### config.mk
export PLATFORM = sky130hd
export DESIGN_NAME = shred_sequencer
export DESIGN_NICKNAME = d
export VERILOG_FILES = /design/src/rtl/shred_sequencer.sv
export SDC_FILE = /design/constraint.sdc
export NUM_CORES = 1
export LEC_CHECK = 0
export BUFFER_PORTS_ARGS = -buffer_cell sky130_fd_sc_hd__buf_4
export CORE_UTILIZATION = 40
export CTS_CLUSTER_SIZE = 40
export DETAILED_ROUTE_END_ITERATION = 12
export PLACE_DENSITY_LB_ADDON = 0.25
export RECOVER_POWER = 50
export SLEW_MARGIN = 15
export SYNTH_ARGS = -nofsm -noshare
export SYNTH_HDL_FRONTEND = slang
export SYNTH_SLANG_ARGS = --single-unit
### constraint.sdc
create_clock -name clk -period 3.4 [get_ports clk]
set_input_delay 0.34 -clock clk [delete_from_list [all_inputs] [get_ports clk]]
set_output_delay 0.34 -clock clk [all_outputs]
set_load 0.01 [all_outputs]
### src/rtl/shred_sequencer.sv
// shred_sequencer: steps a row-streaming Game-of-Life engine over a grid
// held in a single-port-per-direction row memory. Each generation resets the
// shredder lanes, streams every row into them top to bottom, writes each
// lane result back in place two rows behind the read pointer, and then
// feeds two dead rows so that the last two rows can be written back.
module shred_sequencer #(
    parameter int WIDTH  = 8,
    parameter int HEIGHT = 8,
    parameter int ADDR_W = 3,
    parameter int GEN_W  = 16
) (
    input  logic              clk,
    input  logic              rst,
    input  logic              start,
    input  logic              abort,
    input  logic [GEN_W-1:0]  num_gens,
    output logic              busy,
    output logic              done,
    output logic [GEN_W-1:0]  gen_count,
    output logic              lane_rst,
    output logic [WIDTH-1:0]  lane_din,
    input  logic [WIDTH-1:0]  lane_next,
    output logic              mem_rd_en,
    output logic [ADDR_W-1:0] mem_rd_addr,
    input  logic [WIDTH-1:0]  mem_rd_data,
    output logic              mem_wr_en,
    output logic [ADDR_W-1:0] mem_wr_addr,
    output logic [WIDTH-1:0]  mem_wr_data
);

    typedef enum logic [2:0] {
        S_IDLE   = 3'd0,
        S_CLEAR  = 3'd1,
        S_FEED   = 3'd2,
        S_DRAIN  = 3'd3,
        S_FINISH = 3'd4
    } state_t;

    // Row index of the last grid row and of the first row written by DRAIN.
    localparam logic [ADDR_W-1:0] LAST_ROW  = ADDR_W'(HEIGHT - 1);
    localparam logic [ADDR_W-1:0] DRAIN_ROW = ADDR_W'(HEIGHT - 2);

    state_t              state_q, state_d;
    // Row index inside FEED, cycle index (0/1) inside DRAIN.
    logic [ADDR_W-1:0]   idx_q, idx_d;
    logic [GEN_W-1:0]    gen_count_q, gen_count_d;
    logic [GEN_W-1:0]    num_gens_q, num_gens_d;
    logic [GEN_W-1:0]    gen_inc;
    logic                run_state;
    logic                feed_last;
    logic                feed_writes;

    // Generation count after the one currently draining completes. It never
    // wraps: it is only formed while gen_count < num_gens <= 2^GEN_W-1.
    assign gen_inc     = gen_count_q + GEN_W'(1);
    assign run_state   = (state_q == S_CLEAR) || (state_q == S_FEED) || (state_q == S_DRAIN);
    assign feed_last   = (idx_q == LAST_ROW);
    // Lanes need rows i-3..i-1 before row i-2 is ready, so writes start at i=2.
    assign feed_writes = (int'(idx_q) >= 2);

    // State, row index, generation counter and latched run length.
    always_ff @(posedge clk) begin
        if (rst) begin
            state_q     <= S_IDLE;
            idx_q       <= '0;
            gen_count_q <= '0;
            num_gens_q  <= '0;
        end else begin
            state_q     <= state_d;
            idx_q       <= idx_d;
            gen_count_q <= gen_count_d;
            num_gens_q  <= num_gens_d;
        end
    end

    // Next-state logic; abort overrides every transition of a running sweep.
    always_comb begin
        state_d     = state_q;
        idx_d       = idx_q;
        gen_count_d = gen_count_q;
        num_gens_d  = num_gens_q;

        case (state_q)
            S_IDLE: begin
                idx_d = '0;
                if (start) begin
                    gen_count_d = '0;
                    num_gens_d  = num_gens;
                    state_d     = (num_gens != '0) ? S_CLEAR : S_FINISH;
                end
            end
            S_CLEAR: begin
                idx_d   = '0;
                state_d = S_FEED;
            end
            S_FEED: begin
                if (feed_last) begin
                    idx_d   = '0;
                    state_d = S_DRAIN;
                end else begin
                    idx_d = idx_q + ADDR_W'(1);
                end
            end
            S_DRAIN: begin
                if (idx_q == '0) begin
                    idx_d = ADDR_W'(1);
                end else begin
                    idx_d       = '0;
                    gen_count_d = gen_inc;
                    state_d     = (gen_inc < num_gens_q) ? S_CLEAR : S_FINISH;
                end
            end
            S_FINISH: begin
                idx_d   = '0;
                state_d = S_IDLE;
            end
            default: begin
                idx_d   = '0;
                state_d = S_IDLE;
            end
        endcase

        if (abort && run_state) begin
            state_d     = S_IDLE;
            idx_d       = '0;
            gen_count_d = gen_count_q;
        end
    end

    // Output decode: lane control and memory port drive per state and row index.
    always_comb begin
        busy        = run_state;
        done        = (state_q == S_FINISH);
        gen_count   = gen_count_q;
        lane_rst    = 1'b0;
        lane_din    = '0;
        mem_rd_en   = 1'b0;
        mem_rd_addr = '0;
        mem_wr_en   = 1'b0;
        mem_wr_addr = '0;
        mem_wr_data = '0;

        case (state_q)
            S_IDLE: begin
                lane_rst = 1'b1;
            end
            S_CLEAR: begin
                // Clear the lane history and prefetch row 0.
                lane_rst    = 1'b1;
                mem_rd_en   = 1'b1;
                mem_rd_addr = '0;
            end
            S_FEED: begin
                lane_din = mem_rd_data;
                if (!feed_last) begin
                    mem_rd_en   = 1'b1;
                    mem_rd_addr = idx_q + ADDR_W'(1);
                end
                if (feed_writes) begin
                    mem_wr_en   = 1'b1;
                    mem_wr_addr = idx_q - ADDR_W'(2);
                    mem_wr_data = lane_next;
                end
            end
            S_DRAIN: begin
                // Dead rows below the grid flush the last two results.
                mem_wr_en   = 1'b1;
                mem_wr_addr = DRAIN_ROW + idx_q;
                mem_wr_data = lane_next;
            end
            S_FINISH: begin
                lane_rst = 1'b1;
            end
            default: begin
                lane_rst = 1'b1;
            end
        endcase
    end

endmodule
Word-level counts from Yosys, hierarchy flattened. Cells that the tools add are included.

Bits of input ports: 36. Output and inout port bits: 43. Bits in registers: 38.

Reduce and logical (&&, ||, !) cells: 12. $add $sub $neg: 4. Equality and inequality tests: 8. Bitwise operators: 1. Multiplexer cells: 23. Order comparisons: 2.

Operators by type and width (number): 16-bit 2-to-1 mux (2); 16-bit case mux with 2 select lines (1); 3-bit 2-to-1 mux (8); 16-bit by 1-bit adder with 16-bit output (second input constant) (1); 16-bit < comparator (1); 8-bit 2-to-1 mux (2); 8-bit case mux with 2 select lines (1); 16-bit nonzero test (1); 3-bit case mux with 2 select lines (2); 3-bit case mux with 4 select lines (1); 3-bit by 2-bit equality test with 1-bit output (second input constant) (2); 3-bit equality test (second input constant) (2); 3-bit logical NOT (2); 2-bit inequality test (second input constant) (3); 1-bit 2-to-1 mux (4); 1-bit case mux with 2 select lines (2); 4-bit AND reduction (1); 2-bit OR reduction (2); 3-bit by 1-bit adder with 3-bit output (second input constant) (1); 3-bit adder (first input constant) (1); 3-bit by 1-bit equality test with 1-bit output (second input constant) (1); 3-bit by 2-bit >= comparator with 1-bit output (second input constant) (1); 3-bit AND reduction (1); 3-bit by 2-bit subtractor with 3-bit output (second input constant) (1); other kinds (5) (6).

Logic depth before layout (Yosys ltp).
Depth after elaboration: 6. Depth in mapped cells: 12. Depth with buffers taken out: 11.

Worst setup path before layout. OpenSTA, ideal clock, no wires.

Kind: register to register. Start: register gen_count_q[0], in the netlist gen_count[0]. End: register state_q[0]. Arrival: 2391 ps. Period minus slack after synthesis: 2513 ps. Setup slack: 887 ps. Path buffers: 0. Stages on the path, launching flop included: 12. Path through: dfxtp_1 > ha_1 > nand3_1 > nor3_1 > nand4_1 > xnor2_1 > ha_1 > nand4_1 > nor3_1 > o311ai_0 > nand4_1 > o21ai_0.

Word-level cells in the longest chain between the ends: 5.

Ends and longest elaborated chain: start, declared (RTL line 46) `logic [GEN_W-1:0] gen_count_q, gen_count_d;`; start signal, assigned (RTL line 71) `gen_count_q <= gen_count_d;`; 16-bit by 1-bit adder with 16-bit output (RTL line 55) `assign gen_inc = gen_count_q + GEN_W'(1);`; 16-bit < comparator (RTL line 110) `state_d = (gen_inc < num_gens_q) ? S_CLEAR : S_FINISH;`; 3-bit 2-to-1 mux (RTL line 110); 3-bit 2-to-1 mux (RTL line 105) `if (idx_q == '0) begin`; 3-bit case mux with 4 select lines (RTL line 83) `case (state_q)`; end signal, assigned (RTL line 69) `state_q <= state_d;`; end, declared (RTL line 43) `state_t state_q, state_d;`.

Every way passes these cells. The select of a mux whose other input is x is not followed. A chain may end at the register's enable or synchronous reset.

Worst setup path in the final report. Ends and elaborated chain as after synthesis.

==> results.cfg <==
[flow_run]
max-cap-violations = 0

[logic_synthesis]
syn_area_um2 = 2500
synthCells = 324
yosysTopAreaCellShare = 0.304
synth.net_count = 381
synth-seq-cells = 38
synthTopCellsByArea = dfxtp_1 30%, ha_1 11%, nand2_1 7.8%
syn_avg_cell_area_um2 = 7.72
synth_area_leader_cell = dfxtp_1
ys_warn_count = 0
ys_types = 49
async_flop_share = 0
ys_seq_area_frac = 0.304
synth_flop_cell = dfxtp_1
synth_edf_count = 0

[clock_tree]
cts_sinks = 38
post-cts-setup-buffers = 0
numCtsBuffers = 5
cts_max_path_buffers = 2
tritoncts = yes
cts-root-buf = clkbuf_8
cts_resized = 0
cts_htree_levels = 2
clkSlewWorstSetupHoldPaths_ns = 0.07
hold_buffers = 0
clk_latency_ns = 0.29

[placement]
routabilityCongestion = 0.841
placedCellCount = 461
port_buffers = 78
dpl_cell_area_um2 = 3070
dpl.hpwl_mm = 4.78

[drt]
dr.pass1.iters = 4
vias = 2483
route.detailed.drc = 0
drt_iter0_drc = 126
vias_per_cell = 5.29
wirelength_mm = 6.14
avgRoutedWirePerCell_um = 13.1
ant_nets = 0

[grt]
grt_pass1_vias = 2224
grt_pass1_wl_mm = 9.77
grt_usage = 0.191
antenna_found_initial = 0
grt_max_degree = 37
grt-ovfl-total = 0

[floorplanning]
top_level_ports = 79
core-area_um2 = 5990
rows = 28
dieArea_um2 = 6580
initial_core_util = 0.418
die_h_um = 81.1
die_width_um = 81.1

[final_layout]
diodes = 0
final_layout_size_suffix_gt1_frac = 0.183
n_fill_cell = 598
layoutNonFillerInstCount = 469
area_growth_pct = 23.3
fin_nets = 450
final_cell_area_um2 = 3090

[timing]
maxSlewViolCount = 0
fin_tns_setup_ns = 0
rsz0062_at_grt = false
finalCriticalPeriod_ns = 2.90
worst_pin_slew_ns = 0.913
post-route-period-util = 0.853
fmax_mhz = 345
finalSetupViolCount = 0
max_slew_margin = 0.389
hold_viol_final = 0
final.setup_skew_ns = 0.00259

[power]
power_per_cell_area_nw_per_um2 = 303
vdd_drop_max_uv = 167
clkPwrFrac = 0.343
power.leakage_nw = 1.33
intPower_mw = 0.690
power_frac_comb = 0.152
p_sw_mw = 0.246
p_total_mw = 0.936
p_sw_frac = 0.263
seqPwrFrac = 0.505

[worst_setup_path]
critPathKind = reg -> reg
critPathMaxStageDelay_ns = 0.48
required_ns = 3.58
crit_path_max_fanout = 6
end_kind = flip-flop
crit_slowest_cell = nor3_1
cp_cell_sequence = ha_1 -> nand3_1 -> nor3_1 -> nand4_1 -> xnor2_1 -> ha_1 -> nand4_1 -> nor3_1 -> o311ai_0 -> nand4_1 -> o21ai_0
crit_path_start_kind = flip-flop
cpMostUsedCell = nand4_1
worstPathArrival_ns = 3.08

[run_status]
status = finished, final reports clean

[hold_path]
hold_class = in -> reg
## path summary, 6_finish.rpt
kind                 startpoint       endpoint  slack (ns)  cells after the start
setup / recovery   gen_count[0]     state_q[0]        0.50                     11
hold / removal            abort     state_q[1]        0.25                      2
setup reg to reg   gen_count[0]     state_q[0]        0.50                     11
hold reg to reg   num_gens_q[9]  num_gens_q[9]        0.46                      2
## cells in the final DEF (no fill, tap or decap), types with 2 or more instances in the layout
master     n
and3_1     3
nand4_1    5
and2_1    21
nor4_1     7
dfxtp_1   38
a211oi_1   2
or2_2      2
nand2_1   52
and2_0     4
clkbuf_8   6
a21o_1     2
a31oi_1    6
a311oi_1   4
clkbuf_1  21
a21oi_1   35
a22oi_1    2
xor2_1     3
xnor2_1   11
or3_1      4
nor3_1     8
buf_4     58
o21ai_0   11
nor2_1    18
ha_1      21
inv_1     22
nand3_1    7
## kinds of logic after synthesis
| group | after synthesis | synth area share |
|---|---|---|
| DFF | 38 | 0.304 |
| AOI/OAI and AO/OA | 70 | 0.170 |
| and+or+nand+nor | 141 | 0.288 |
| buffers and inverters | 38 | 0.0760 |
| muxes | 2 | 0.00850 |
| adders and majority gates | 21 | 0.105 |
| xor gates and xnor gates | 14 | 0.0490 |
## critical path: cells and delay by family, from the launching register on
kind / cells / cell delay, ns
compound gates: 2 / 0.28
xor+xnor: 1 / 0.18
fa+ha+maj: 2 / 0.53
flops: 1 / 0.41
simple gates: 6 / 1.39
## power groups by stage
stage / registers, mW / logic, mW / clock network (mW)
2_1_floorplan: 0.477 / 0.0919 / 0
3_3_place_gp: 0.483 / 0.144 / 0
3_5_place_dp: 0.483 / 0.147 / 0
4_1_cts: 0.472 / 0.147 / 0.330
5_1_grt: 0.474 / 0.161 / 0.348
6_report: 0.472 / 0.142 / 0.321
## per-stage QoR
| stage | worst slack (ns) | util | hold WS [ns] |
|---|---|---|---|
| after floorplan | 0.887 | - | 0.419 |
| after global placement | 0.705 | 0.513 | 0.448 |
| after detailed placement | 0.545 | 0.513 | 0.447 |
| after CTS | 0.523 | 0.528 | 0.246 |
| after global routing | 0.164 | 0.515 | 0.266 |
| final | 0.501 | 0.515 | 0.249 |
## per-layer routing
layer  vias up  global-route usage  wire length, um
met5         -                   0                0
met4         0              0.0750               81
met3         7              0.0371              284
met2        45               0.318             3020
met1      1174               0.242             2760
li1       1257                   -                -
## synthesized netlist by cell type, drive strengths merged, types with 2 or more instances
master,number
clkbuf,13
nand2,53
inv,22
a31oi,6
nor4,7
xnor2,11
a22oi,2
a211oi,2
dfxtp,38
nand3,7
o21ai,11
or2,2
and3,3
nand4,5
nor3,8
xor2,3
nor2b,2
buf,3
a21o,3
and2,25
nor2,18
a21oi,35
ha,21
or3,4
a311oi,4
## flip-flops by register name, indices dropped and copies added, names as in the netlist
signal and flops:
gen_count 16, idx_q 3, num_gens_q 16, state_q 3
## layout make-up
type | count | area (um^2) | share of cell area
well taps | 75 | 93.8 | 0.0304
flip-flops and latches | 38 | 761 | 0.247
repair buffers | 78 | 510 | 0.165
multi-input cells | 248 | 1550 | 0.501
clock buffers | 7 | 86.3 | 0.0280
inverters | 22 | 82.6 | 0.0268
clock inverters | 1 | 5.00 | 0.00162
No activity file was read; power rests on OpenSTA's default activity.
